<file path="config.mk">
export PLATFORM = sky130hd
export DESIGN_NAME = traffic_ctrl_gen2
export DESIGN_NICKNAME = d
export VERILOG_FILES = /design/src/rtl/traffic_ctrl_gen2.sv
export SDC_FILE = /design/constraint.sdc
export NUM_CORES = 1
export LEC_CHECK = 0
export ABC_AREA = 1
export CAP_MARGIN = 10
export CORE_MARGIN = 2
export CORE_UTILIZATION = 40
export DETAILED_ROUTE_END_ITERATION = 16
export SLEW_MARGIN = 5
export SYNTH_ARGS = -nofsm -noshare
export SYNTH_HDL_FRONTEND = slang
export SYNTH_SLANG_ARGS = --single-unit
</file>
<file path="constraint.sdc">
create_clock -name clk -period 8.1 [get_ports clk]
set_input_delay 1.215 -clock clk [delete_from_list [all_inputs] [get_ports clk]]
set_output_delay 1.215 -clock clk [all_outputs]
set_load 0.02 [all_outputs]
</file>
<file path="src/rtl/traffic_ctrl_gen2.sv">
// Two-road traffic-light sequencer with all-red start-up, night flashing-yellow,
// pedestrian green truncation and BCD time-to-green countdowns for both roads.
module traffic_ctrl_gen2 #(
  parameter int CLK_DIV = 50_000_000,
  parameter int TG_A    = 40,
  parameter int TL_A    = 15,
  parameter int TG_B    = 30,
  parameter int TL_B    = 15,
  parameter int TY      = 5,
  parameter int TAR     = 3,
  parameter int TPED    = 5
) (
  input  logic       clk,
  input  logic       rst,
  input  logic       en,
  input  logic       night,
  input  logic       ped_a,
  input  logic       ped_b,
  output logic [3:0] lampa,
  output logic [3:0] lampb,
  output logic [7:0] acount,
  output logic [7:0] bcount,
  output logic [3:0] phase
);

  if (CLK_DIV < 2 ||
      TG_A < 1 || TG_A > 99 || TL_A < 1 || TL_A > 99 ||
      TG_B < 1 || TG_B > 99 || TL_B < 1 || TL_B > 99 ||
      TY < 1 || TY > 99 || TAR < 1 || TAR > 99 || TPED < 1 || TPED > 99 ||
      TPED >= TG_A || TPED >= TG_B ||
      TAR + TG_A + TL_A + 2 * TY > 99 ||
      TAR + TG_B + TL_B + 2 * TY > 99) begin : g_bad_params
    $error("traffic_ctrl_gen2: parameter set out of range");
  end

  localparam int DIV_W = $clog2(CLK_DIV);
  localparam logic [DIV_W-1:0] DIV_LAST = DIV_W'(CLK_DIV - 1);

  localparam logic [6:0] R_TGA  = 7'(TG_A);
  localparam logic [6:0] R_TLA  = 7'(TL_A);
  localparam logic [6:0] R_TGB  = 7'(TG_B);
  localparam logic [6:0] R_TLB  = 7'(TL_B);
  localparam logic [6:0] R_TY   = 7'(TY);
  localparam logic [6:0] R_TAR  = 7'(TAR);
  localparam logic [6:0] R_TPED = 7'(TPED);

  localparam logic [3:0] LAMP_RED  = 4'b1000;
  localparam logic [3:0] LAMP_YEL  = 4'b0100;
  localparam logic [3:0] LAMP_GRN  = 4'b0010;
  localparam logic [3:0] LAMP_LEFT = 4'b0001;
  localparam logic [3:0] LAMP_OFF  = 4'b0000;

  typedef enum logic [3:0] {
    ALL_RED = 4'd0,
    A_G     = 4'd1,
    A_Y1    = 4'd2,
    A_L     = 4'd3,
    A_Y2    = 4'd4,
    B_G     = 4'd5,
    B_Y1    = 4'd6,
    B_L     = 4'd7,
    B_Y2    = 4'd8,
    FLASH   = 4'd9
  } state_t;

  state_t           state, state_nxt;
  logic [6:0]       rem, rem_nxt;
  logic [DIV_W-1:0] div, div_nxt;
  logic             flash, flash_nxt;
  logic             active;
  logic             tick;
  logic             ped_cut;
  logic [6:0]       a_bin, b_bin;

  function automatic state_t succ(input state_t s);
    case (s)
      ALL_RED: succ = A_G;
      A_G:     succ = A_Y1;
      A_Y1:    succ = A_L;
      A_L:     succ = A_Y2;
      A_Y2:    succ = B_G;
      B_G:     succ = B_Y1;
      B_Y1:    succ = B_L;
      B_L:     succ = B_Y2;
      B_Y2:    succ = A_G;
      default: succ = ALL_RED;
    endcase
  endfunction

  function automatic logic [6:0] dur_of(input state_t s);
    case (s)
      A_G:                     dur_of = R_TGA;
      A_L:                     dur_of = R_TLA;
      B_G:                     dur_of = R_TGB;
      B_L:                     dur_of = R_TLB;
      A_Y1, A_Y2, B_Y1, B_Y2:  dur_of = R_TY;
      default:                 dur_of = R_TAR;
    endcase
  endfunction

  function automatic logic [7:0] to_bcd(input logic [6:0] v);
    to_bcd = {4'(v / 7'd10), 4'(v % 7'd10)};
  endfunction

  assign tick    = (div == DIV_LAST);
  assign ped_cut = ((state == A_G && ped_a) || (state == B_G && ped_b)) && (rem > R_TPED);

  always_ff @(posedge clk or posedge rst) begin
    if (rst) begin
      state  <= ALL_RED;
      rem    <= R_TAR;
      div    <= '0;
      flash  <= 1'b1;
      active <= 1'b0;
    end else begin
      state  <= state_nxt;
      rem    <= rem_nxt;
      div    <= div_nxt;
      flash  <= flash_nxt;
      active <= en;
    end
  end

  always_comb begin
    state_nxt = state;
    rem_nxt   = rem;
    div_nxt   = div;
    flash_nxt = flash;
    if (!en) begin
      state_nxt = ALL_RED;
      rem_nxt   = R_TAR;
      div_nxt   = '0;
      flash_nxt = 1'b1;
    end else if (night) begin
      if (state != FLASH) begin
        state_nxt = FLASH;
        div_nxt   = '0;
        flash_nxt = 1'b1;
      end else begin
        div_nxt = tick ? '0 : div + 1'b1;
        if (tick) flash_nxt = ~flash;
      end
    end else if (state == FLASH) begin
      state_nxt = ALL_RED;
      rem_nxt   = R_TAR;
      div_nxt   = '0;
      flash_nxt = 1'b1;
    end else begin
      div_nxt = tick ? '0 : div + 1'b1;
      // A pedestrian cut takes the whole edge, so a coinciding tick is not counted.
      if (ped_cut) begin
        rem_nxt = R_TPED;
      end else if (tick) begin
        if (rem > 7'd1) begin
          rem_nxt = rem - 7'd1;
        end else begin
          state_nxt = succ(state);
          rem_nxt   = dur_of(succ(state));
        end
      end
    end
  end

  // Red-road count = own remaining time plus every phase left before its green.
  always_comb begin
    lampa = LAMP_RED;
    lampb = LAMP_RED;
    a_bin = '0;
    b_bin = '0;
    case (state)
      ALL_RED: begin
        a_bin = rem;
        b_bin = rem + R_TGA + R_TLA + R_TY + R_TY;
      end
      A_G: begin
        lampa = LAMP_GRN;
        a_bin = rem;
        b_bin = rem + R_TY + R_TLA + R_TY;
      end
      A_Y1: begin
        lampa = LAMP_YEL;
        a_bin = rem;
        b_bin = rem + R_TLA + R_TY;
      end
      A_L: begin
        lampa = LAMP_LEFT;
        a_bin = rem;
        b_bin = rem + R_TY;
      end
      A_Y2: begin
        lampa = LAMP_YEL;
        a_bin = rem;
        b_bin = rem;
      end
      B_G: begin
        lampb = LAMP_GRN;
        b_bin = rem;
        a_bin = rem + R_TY + R_TLB + R_TY;
      end
      B_Y1: begin
        lampb = LAMP_YEL;
        b_bin = rem;
        a_bin = rem + R_TLB + R_TY;
      end
      B_L: begin
        lampb = LAMP_LEFT;
        b_bin = rem;
        a_bin = rem + R_TY;
      end
      B_Y2: begin
        lampb = LAMP_YEL;
        b_bin = rem;
        a_bin = rem;
      end
      FLASH: begin
        lampa = flash ? LAMP_YEL : LAMP_OFF;
        lampb = flash ? LAMP_YEL : LAMP_OFF;
      end
      default: begin
        lampa = LAMP_RED;
        lampb = LAMP_RED;
      end
    endcase
  end

  // Counts blank while held off or just reset, until en has been seen on an edge.
  assign acount = active ? to_bcd(a_bin) : 8'h00;
  assign bcount = active ? to_bcd(b_bin) : 8'h00;
  assign phase  = state;

endmodule
</file>
==> impl_metrics.csv <==
group,metric,value,unit
outcome,status,"completed",
floorplan,initial_core_util,40.6,%
sta,tns,0,ns
logic_synthesis,syn-instance-count,614,
placement,io_buffers,33,
finish,drive_gt1_share,11.4,%
logic_synthesis,synth_nets,639,
global_route,antenna_found_initial,0,
pwr,irDropWorstVdd,0.238,mV
drt,vias,3970,
worst_setup_path,worstSetupPathType,"flop to output port",
drt,wirelength,10.1,mm
pwr,internal_power,796,uW
pwr,powerDensity,373,nW/um2
logic_synthesis,synth.cells.most_frequent,"nand2_1 (149), inv_1 (81), nor2_1 (63)",
pwr,seqPwrFrac,15.2,%
drt,vias_per_cell,5.09,
clocking,clock-root-buffer,"clkbuf_8",
finish,final_cell_area,4500,um2
sta,hold_viol,0,
global_route,grt_use_total,19.9,%
floorplan,core-area,9590,um2
sta,slew_viol_final,0,
worst_setup_path,crit_path_start_kind,"flop",
sta,setup_viol,0,
clocking,cts.sinks,39,
pwr,power_frac_comb,72.7,%
floorplan,io_pins,34,
drt,drcViolationCount,0,
clocking,cts_setup_buffers,0,
sta,worst_pin_slew,0.646,ns
finish,syn2layout_area_growth,15.3,%
worst_setup_path,worst-path-max-fanout,10,
finish,diodes,0,
logic_synthesis,postSynthAreaPerCell,6.35,um2
worst_setup_path,crit_top_cell,"nand2_1",
logic_synthesis,yosysMostFrequentCell,"nand2_1",
global_route,grt_max_degree,40,
pwr,p_leak,2.17,nW
worst_setup_path,cp_slowest_cell,"dfstp_2",
global_route,overflow,0,
floorplan,die_h,103,um
drt,routedWlPerCell,12.9,um
logic_synthesis,yosys_most_used_dff,"dfrtp_1",
clocking,holdBufCountCts,0,
drt,drt_iter0_drc,258,
worst_setup_path,cpPeakStageDelay,0.62,ns
logic_synthesis,netlist_top_cells_area,"dfrtp_1 (23%), nand2_1 (14%), inv_1 (7.8%), nand3_1 (7.7%), ha_1 (6.1%)",
logic_synthesis,ys.warnings.count,0,
logic_synthesis,synthesis.area,3900,um2
pwr,p_sw,883,uW
logic_synthesis,synth_edf_count,0,
worst_setup_path,worstSetupEndpointType,"output port",
logic_synthesis,synth_area_leader_cell,"dfrtp_1",
pwr,totalPowerFinal,1.68,mW
drt,final_antenna_net_count,0,
floorplan,die_w,103,um
placement,dpl_cell_area,4360,um2
worst_setup_path,worst_ep_arrival_time,4.56,ns
clocking,clk_pin_slew,0.09,ns
job,max-cap-violations,0,
global_route,grt_pass1_vias,3666,
logic_synthesis,synthArstFlopShare,100,%
sta,clock_skew,0.00412,ns
min_path,hp-class,"flop to flop",
sta,rsz0062_at_grt,"no",
worst_setup_path,critPathRequiredTime,6.88,ns
sta,slew-limit-headroom,56.5,%
logic_synthesis,ys_seq_area_share,25.1,%
sta,final.min_clock_period,5.77,ns
clocking,cts.repair.resized,0,
clocking,clkLatencyLatePin,0.29,ns
clocking,numCtsBuffers,5,
logic_synthesis,ys_seq_elements,39,
clocking,cts.path.max_buffers,2,
placement,place_congestion,0.921,
placement,dp_hpwl,7.96,mm
sta,timing.fmax,173,MHz
finish,fin_nets,671,
clocking,cts_tree,"built",
global_route,grt_pass1_wl,17.0,mm
drt,dr.pass1.iters,4,
pwr,switching_share,52.6,%
pwr,clockPowerShare,12.0,%
logic_synthesis,synth_top_area_share,23.1,%
clocking,htree_levels,2,
floorplan,dieArea,10600,um2
floorplan,fp-row-count,36,
sta,fin_crit_sh,71.3,%
logic_synthesis,synthDistinctLibCells,44,
per-stage QoR:
stage | setup WS, ns | util (%) | cells | hold slack, ns
after floorplan | 3.51 | - | 614 | 0.433
after global placement | 2.80 | 45.4 | 772 | 0.449
after detailed placement | 2.69 | 45.4 | 772 | 0.459
after CTS | 2.35 | 46.9 | 780 | 0.471
after global routing | 1.91 | 46.9 | 780 | 0.491
final | 2.33 | 46.9 | 780 | 0.466
routing by layer:
metal  track usage (%)  routed length, um  part of all wire [%]  vias to the layer above
li1                  -                  -                     -                     2060
met1              30.2               5180                    51                     1802
met2              30.7               4390                    44                       98
met3              2.58                443                   4.4                       10
met4              3.18                 76                  0.75                        0
met5                 0                  0                     0                        -
cell type report:
type / count / area, um2
fillers: 1003 / 5100
multi-input cells: 467 / 2490
flip-flops and latches: 39 / 980
inverters: 98 / 370
repair buffers: 35 / 345
well taps: 133 / 166
clock inverters: 3 / 71.3
clock buffers: 5 / 68.8
power by group through the flow:
stage | Clock (mW) | Sequential [mW] | Combinational, mW
after global routing | 0.219 | 0.262 | 1.38
final | 0.202 | 0.256 | 1.22
after CTS | 0.209 | 0.256 | 1.22
after detailed placement | 0 | 0.260 | 1.21
after floorplan | 0 | 0.233 | 0.918
after global placement | 0 | 0.259 | 1.19
layout by cell type (no fill, tap or decap), types with 4 or more instances in the layout:
cell type / instances
nor2_1: 63
o21a_1: 6
o21ai_0: 39
nor2_2: 8
nand2_2: 16
nand3_1: 60
nand2_1: 149
o21ai_1: 4
inv_2: 14
o211ai_1: 10
nand4_1: 13
inv_1: 81
clkbuf_8: 5
a21oi_1: 29
nand3_2: 9
ha_1: 19
clkdlybuf4s50_1: 33
dfrtp_1: 36
nor3_1: 7
flip-flops by register name, summed over array words and instances, names as in the netlist:
name and count:
active 1, div 26, phase 4, rem 7, flash 1
path summary, 6_finish.rpt:
kind	start	end	slack (ns)	depth (start not counted)
max in group asynchronous	rst	rem[1]	6.38	3
min in group asynchronous	rst	div[2]	1.34	3
min reg2reg	div[0]	div[0]	0.47	1
min	div[0]	div[0]	0.47	1
max	rem[0]	acount[1]	2.33	27
max reg2reg	div[0]	div[24]	5.26	21
critical path: cells and delay by family (launching register included):
family / cells / cell delay (ns)
compound gates: 1 / 0.25
fa+ha+maj: 3 / 0.71
flops: 1 / 0.62
buf+inv: 7 / 1.00
simple gates: 16 / 1.69
kinds of logic after synthesis:
kind of cell	Yosys count	synth area share [%]
AOI/OAI and AO/OA	101	15.1
DFF	39	25.1
xor gates and xnor gates	5	1.12
and+or+nand+nor	342	41.7
buffers and inverters	108	10.9
adders and majority gates	19	6.10
Power figures use the tool's default switching activity.
